==> src/rtl/voice_sched_pkg.sv <==
// Shared types and default sizing for the voice scheduler.
// The optional VOICE_STEAL_EN macro is consumed by voice_scheduler.sv.
package voice_sched_pkg;
    localparam int DEF_NUM_VOICES      = 3;
    localparam int DEF_NOTE_W          = 6;
    localparam int DEF_DUR_W           = 6;
    localparam int DEF_QUEUE_DEPTH     = 4;
    localparam int DEF_CONFIRM_TIMEOUT = 8;

    typedef enum logic [1:0] {IDLE, ISSUE, CONFIRM} sched_state_e;

    typedef struct packed {
        logic [DEF_NOTE_W-1:0] note;
        logic [DEF_DUR_W-1:0]  duration;
    } note_req_t;
endpackage

==> src/rtl/note_req_fifo.sv <==
// Pending note-request FIFO; head is read combinationally, a push into a
// full queue is accepted when a pop happens in the same cycle.
module note_req_fifo #(
    parameter int DEPTH = 4,
    parameter int W     = 12
) (
    input  logic                   clk,
    input  logic                   reset_n,
    input  logic                   i_push,
    input  logic                   i_pop,
    input  logic [W-1:0]           i_data,
    output logic [W-1:0]           o_data,
    output logic [$clog2(DEPTH):0] o_count,
    output logic                   o_full,
    output logic                   o_empty
);
    localparam int AW = $clog2(DEPTH);

    logic [W-1:0]  r_mem [DEPTH];
    logic [AW-1:0] r_wr, r_rd;
    logic [AW:0]   r_count;
    logic          w_push, w_pop;

    assign o_full  = (r_count == (AW+1)'(DEPTH));
    assign o_empty = (r_count == '0);
    assign o_count = r_count;
    assign o_data  = r_mem[r_rd];
    assign w_pop   = i_pop && !o_empty;
    assign w_push  = i_push && (!o_full || w_pop);

    always_ff @(posedge clk) begin
        if (w_push) r_mem[r_wr] <= i_data;
    end

    always_ff @(posedge clk or negedge reset_n) begin
        if (!reset_n) begin
            r_wr    <= '0;
            r_rd    <= '0;
            r_count <= '0;
        end else begin
            if (w_push) r_wr <= r_wr + 1'b1;
            if (w_pop)  r_rd <= r_rd + 1'b1;
            case ({w_push, w_pop})
                2'b10:   r_count <= r_count + 1'b1;
                2'b01:   r_count <= r_count - 1'b1;
                default: r_count <= r_count;
            endcase
        end
    end
endmodule

==> src/rtl/voice_scheduler.sv <==
// Queues note requests and hands each to a free voice with a one-cycle load pulse.
// Define VOICE_STEAL_EN to let a full queue steal the least recently issued voice.
module voice_scheduler
    import voice_sched_pkg::*;
#(
    parameter int NUM_VOICES      = DEF_NUM_VOICES,
    parameter int NOTE_W          = DEF_NOTE_W,
    parameter int DUR_W           = DEF_DUR_W,
    parameter int QUEUE_DEPTH     = DEF_QUEUE_DEPTH,
    parameter int CONFIRM_TIMEOUT = DEF_CONFIRM_TIMEOUT
) (
    input  logic                  clk,
    input  logic                  reset_n,
    input  logic                  play,
    input  logic                  load_new_note,
    input  logic [NOTE_W-1:0]     note_to_load,
    input  logic [DUR_W-1:0]      duration_to_load,
    input  logic [NUM_VOICES-1:0] voice_playing,
    output logic [NUM_VOICES-1:0] voice_load,
    output logic [NOTE_W-1:0]     voice_note,
    output logic [DUR_W-1:0]      voice_duration,
    output logic                  queue_full,
    output logic [7:0]            dropped_count,
    output logic [3:0]            active_voices
);
    localparam int SEL_W = $clog2(NUM_VOICES);
    localparam int CNT_W = $clog2(CONFIRM_TIMEOUT + 1);
    localparam int QW    = $clog2(QUEUE_DEPTH) + 1;

    sched_state_e            r_state, w_next;
    logic [NUM_VOICES-1:0]   r_reserved, r_load, w_free, w_busy;
    logic [SEL_W-1:0]        r_sel, w_sel;
    logic                    w_sel_vld, w_confirm, w_pop, w_full, w_empty, w_drop;
    logic [CNT_W-1:0]        r_cnt;
    logic [QW-1:0]           w_count;
    logic [NOTE_W+DUR_W-1:0] w_head;
    logic [NOTE_W-1:0]       r_note;
    logic [DUR_W-1:0]        r_dur;
    logic [7:0]              r_dropped;
    logic [3:0]              w_active;

    note_req_fifo #(.DEPTH(QUEUE_DEPTH), .W(NOTE_W + DUR_W)) u_fifo (
        .clk     (clk),
        .reset_n (reset_n),
        .i_push  (load_new_note),
        .i_pop   (w_pop),
        .i_data  ({note_to_load, duration_to_load}),
        .o_data  (w_head),
        .o_count (w_count),
        .o_full  (w_full),
        .o_empty (w_empty)
    );

    assign w_pop  = (r_state == ISSUE);
    assign w_drop = load_new_note && w_full && !w_pop;
    assign w_free = ~voice_playing & ~r_reserved;
    assign w_busy = voice_playing | r_reserved;

    assign voice_load     = r_load;
    assign voice_note     = r_note;
    assign voice_duration = r_dur;
    assign queue_full     = (w_count == QW'(QUEUE_DEPTH));
    assign dropped_count  = r_dropped;
    assign active_voices  = w_active;

    always_comb begin
        w_active = '0;
        for (int i = 0; i < NUM_VOICES; i++) w_active = w_active + 4'(w_busy[i]);
    end

`ifdef VOICE_STEAL_EN
    logic [SEL_W-1:0] r_rank [NUM_VOICES];
    logic [SEL_W-1:0] w_best;
    logic             w_steal, r_stolen, r_play_d;
`endif

    // Lowest-index free voice wins; scanning downward leaves the lowest one selected.
    always_comb begin
        w_sel     = '0;
        w_sel_vld = 1'b0;
        for (int i = NUM_VOICES - 1; i >= 0; i--) begin
            if (w_free[i]) begin
                w_sel     = SEL_W'(i);
                w_sel_vld = 1'b1;
            end
        end
`ifdef VOICE_STEAL_EN
        w_steal = 1'b0;
        w_best  = '0;
        if (!w_sel_vld && queue_full) begin
            for (int i = 0; i < NUM_VOICES; i++) begin
                if (!r_reserved[i] && (!w_steal || r_rank[i] > w_best)) begin
                    w_best  = r_rank[i];
                    w_sel   = SEL_W'(i);
                    w_steal = 1'b1;
                end
            end
            w_sel_vld = w_steal;
        end
        // A stolen voice is already playing, so only a fresh rise counts as confirmation.
        w_confirm = r_stolen ? (voice_playing[r_sel] && !r_play_d) : voice_playing[r_sel];
`else
        w_confirm = voice_playing[r_sel];
`endif
    end

    always_comb begin
        w_next = r_state;
        case (r_state)
            IDLE:    if (!w_empty && play && w_sel_vld) w_next = ISSUE;
            ISSUE:   w_next = CONFIRM;
            CONFIRM: if (w_confirm || r_cnt == CNT_W'(CONFIRM_TIMEOUT - 1)) w_next = IDLE;
            default: w_next = IDLE;
        endcase
    end

    always_ff @(posedge clk or negedge reset_n) begin
        if (!reset_n) begin
            r_state    <= IDLE;
            r_sel      <= '0;
            r_reserved <= '0;
            r_load     <= '0;
            r_note     <= '0;
            r_dur      <= '0;
            r_cnt      <= '0;
            r_dropped  <= '0;
        end else begin
            r_state <= w_next;
            r_load  <= '0;
            case (r_state)
                IDLE: if (w_next == ISSUE) r_sel <= w_sel;
                ISSUE: begin
                    r_load            <= NUM_VOICES'(1) << r_sel;
                    r_note            <= w_head[NOTE_W+DUR_W-1:DUR_W];
                    r_dur             <= w_head[DUR_W-1:0];
                    r_reserved[r_sel] <= 1'b1;
                    r_cnt             <= '0;
                end
                CONFIRM: begin
                    r_cnt <= r_cnt + 1'b1;
                    if (w_next == IDLE) r_reserved[r_sel] <= 1'b0;
                end
                default: ;
            endcase
            if (w_drop && r_dropped != 8'hFF) r_dropped <= r_dropped + 1'b1;
        end
    end

`ifdef VOICE_STEAL_EN
    // Rank 0 = most recently issued; the highest rank is the steal victim.
    always_ff @(posedge clk or negedge reset_n) begin
        if (!reset_n) begin
            for (int i = 0; i < NUM_VOICES; i++) r_rank[i] <= SEL_W'(NUM_VOICES - 1 - i);
            r_stolen <= 1'b0;
            r_play_d <= 1'b0;
        end else begin
            r_play_d <= voice_playing[r_sel];
            if (r_state == IDLE && w_next == ISSUE) r_stolen <= w_steal;
            if (r_state == ISSUE) begin
                for (int i = 0; i < NUM_VOICES; i++)
                    if (r_rank[i] < r_rank[r_sel]) r_rank[i] <= r_rank[i] + 1'b1;
                r_rank[r_sel] <= '0;
            end
        end
    end
`endif
endmodule
==> config.mk <==
export PLATFORM = sky130hd
export DESIGN_NAME = voice_scheduler
export DESIGN_NICKNAME = d
export VERILOG_FILES = /design/src/rtl/voice_sched_pkg.sv /design/src/rtl/note_req_fifo.sv /design/src/rtl/voice_scheduler.sv
export SDC_FILE = /design/constraint.sdc
export NUM_CORES = 1
export LEC_CHECK = 0
export CAP_MARGIN = 20
export CORE_ASPECT_RATIO = 1.5
export CORE_MARGIN = 4
export CORE_UTILIZATION = 40
export DETAILED_ROUTE_END_ITERATION = 10
export GPL_ROUTABILITY_DRIVEN = 0
export PLACE_DENSITY = 0.65
export SLEW_MARGIN = 5
export SYNTH_ARGS = -nofsm -noshare
export SYNTH_HDL_FRONTEND = slang
export SYNTH_HIERARCHICAL = 1
export SYNTH_SLANG_ARGS = --single-unit
==> constraint.sdc <==
create_clock -name clk -period 2.46 [get_ports clk]
set_input_delay 0.738 -clock clk [delete_from_list [all_inputs] [get_ports clk]]
set_output_delay 0.738 -clock clk [all_outputs]
set_load 0.02 [all_outputs]
==> qor.txt <==
count of cell types in the netlist: 43
Yosys reg bits: 89
worst skew pair latency: 0.33 ns
htree depth: 3
Die X: 87.4 µm
ys flop type: edfxtp_1
fin crit share: 101%
failing checks: negative setup slack
non-filler cells, final: 416
IO Pins: 47
setup tns final: -0.0307 ns
number of global-route vias before repair: 2316
Root Buffer: clkbuf_16
Worst-path clk slew: 0.06 ns
Global Route Usage Sum: 13.3%
Post-route DRC: 0
Fillers: 821
CP Data Required Time: 1.72 ns
die height: 127 µm
Initial Util: 40.9%
most frequent cell after synthesis: edfxtp_1
DP Area: 0.00443 mm²
Total Power: 0.00535 W
most frequent CP cell: buf_6
number of synthesized flops with an enable pin: 48
P_leak: 1.86 nW
CP Cell Sequence: buf_6 > or2_4 > fa_1 > buf_6
Worst EP arrival: 1.75 ns
crit end category: primary output
mux cell area share after synthesis: 12.8%
compound-gate portion of the synthesized area: 5.29%
Site Rows: 43
relative slew slack: 56.4%
final hold violations: 0
min Tclk post-route: 2.49 ns
Area contributors post-synth: edfxtp_1, dfrtp_1, mux4_2, mux2_2, ha_1
full die area: 0.0111 mm²
drt first pass iters: 3
Worst Skew: 0.00660 ns
YS warnings: 6
DR vias: 2106
RSZ-0062 raised after global routing: true
Power Dens Cells: 1130 mW/mm²
Syn Area/Cell: 16.2 µm²
initial antenna violation count: 0
Placed Cells incl. Taps: 397
Setup violations, final: 1
largest net degree at the start of global routing: 25
Initial DRC Count: 39
Hold Crit Class: input port to async pin
Adder-Cell Fraction of Synth Area: 4.69%
Final ANT Viol Nets: 0
Max Fclk: 401 MHz
synth cell count leaders: edfxtp_1, dfrtp_1, inv_1, mux2_2, mux4_2
kind of critical path: input port to primary output
fin. max-slew vios: 0
leading area contributor after synthesis: edfxtp_1
worst slew pin tran: 0.654 ns
DR WL/cell: 16.1 µm
CP max stage cell: fa_1
Max VDD drop: 0.000830 V
largest family of logic cells by synthesized area: multiplexers
CP Max Fanout: 2
Area Overhead vs Synth: 25.1%
largest stage delay on the critical path: 0.56 ns
Post-Synth Simple-Gate Area: 6.15%
HPWL Detailed: 4670 µm
Final #Nets: 331
Post-Synth XOR/XNOR Area: 3.01%
PortBufs: 44
setup slack after layout: -0.0307 ns
via-per-instance ratio: 5.06
synthesized cell area: 0.00378 mm²
first-pass GRT wire length: 11200 µm
grt total ovfl: 0
Design Area, Final: 0.00473 mm²
CTS buffer count: 9
Synth top area share: 38.1%
n_diodes: 0
Clock Sinks: 89
CTS tree: done
status: finished, violations left
share of post-route cells with drive strength above 1: 25.7%
Max-Cap Viols: 0
Post-Syn Instances: 234
CP Launch Type: input port
register area share after synthesis: 65.2%
Core ar.: 0.00925 mm²
Async SR Flop Fraction: 46.1%
WL final: 6690 µm
Clock Path Buffers: 2
WHS: 0.358 ns
[per-layer routing]
metal | part of all wire (%) | GRT usage, % | wire length [µm] | vias to the layer above
met4 | 1.2 | 6.23 | 82 | 0
li1 | - | - | - | 996
met2 | 53 | 22.3 | 3520 | 41
met1 | 42 | 16.2 | 2820 | 1063
met3 | 3.9 | 2.90 | 258 | 6
met5 | 0 | 0 | 0 | -
[layout by cell type, fill, tap and decap left out, drive strengths merged, types with 4 or more instances in the layout]
cell type and instances:
edfxtp 48, dfrtp 41, clkdlybuf4s50 37, inv 21, buf 21, mux2 16
mux4 12, ha 11, nand2 9, xnor2 9, clkbuf 9, nor2 5
o21ai 4, nand4 4, xor2 4, and2 4, and3 4
[worst paths after layout]
kind | startpoint | to | slack (ns) | cells past startpoint
max in group asynchronous | reset_n | dropped_count[1] | 1.61 | 2
min in group clk | dropped_count[6] | dropped_count[6] | 0.49 | 1
worst min register to register | dropped_count[6] | dropped_count[6] | 0.49 | 1
worst max register to register | u_fifo/o_count[0] | u_fifo/o_count[2] | 0.27 | 9
worst max-delay path | voice_playing[1] | active_voices[0] | -0.03 | 4
worst min-delay path | reset_n | r_cnt[2] | 0.36 | 1
[cells by family after synthesis]
logic type	Yosys count
flip-flops	89
AND/OR/NAND/NOR	41
multiplexers	31
buffers and inverters	24
AO/OA/AOI/OAI	22
adder cells (fa/ha/maj)	13
XOR/XNOR	13
other	1
[critical path: cells and delay by family]
kind	cells	cell delay (ns)
and+or+nand+nor	1	0.25
adders and majority gates	1	0.56
buffers and inverters	2	0.21
[flip-flops by register name, summed over array words and instances (netlist names), named ones only]
name            flops
voice_load          3
u_fifo/o_count      3
dropped_count       8
u_fifo/r_rd         2
voice_duration      6
u_fifo/r_wr         2
u_fifo/r_mem       48
r_cnt               4
r_sel               2
r_state             2
voice_note          6
[final cells by class]
class / instances / area (µm²) / area share (%)
tap: 112 / 140 / 2.96
multi-input combinational: 122 / 1220 / 25.9
timing repair buffer: 59 / 557 / 11.8
clock inverter: 7 / 52.6 / 1.11
inverter: 18 / 67.6 / 1.43
sequential: 89 / 2470 / 52.1
clock buffer: 9 / 225 / 4.76
[power breakdown]
part | internal (W) | switching (W)
logic | 0.000960 | 0.000887
clock network | 0.000693 | 0.000572
registers | 0.00199 | 0.000247
[stage by stage]
| step | util (%) | setup WS [ns] |
|---|---|---|
| 2_1_floorplan | - | 0.0423 |
| 3_3_place_gp | 47.9 | -0.870 |
| 3_5_place_dp | 47.9 | -0.889 |
| 4_1_cts | 51.0 | -0.0363 |
| 5_1_grt | 51.1 | -0.0499 |
| 6_report | 51.1 | -0.0307 |
[timing repair]
item	CTS	global route
gates resized for setup	26	2
setup buffers	2	1
pin swaps	4	2
setup endpoints to repair	2	2
hold buffers	0	0
Power figures use the tool's default switching activity.
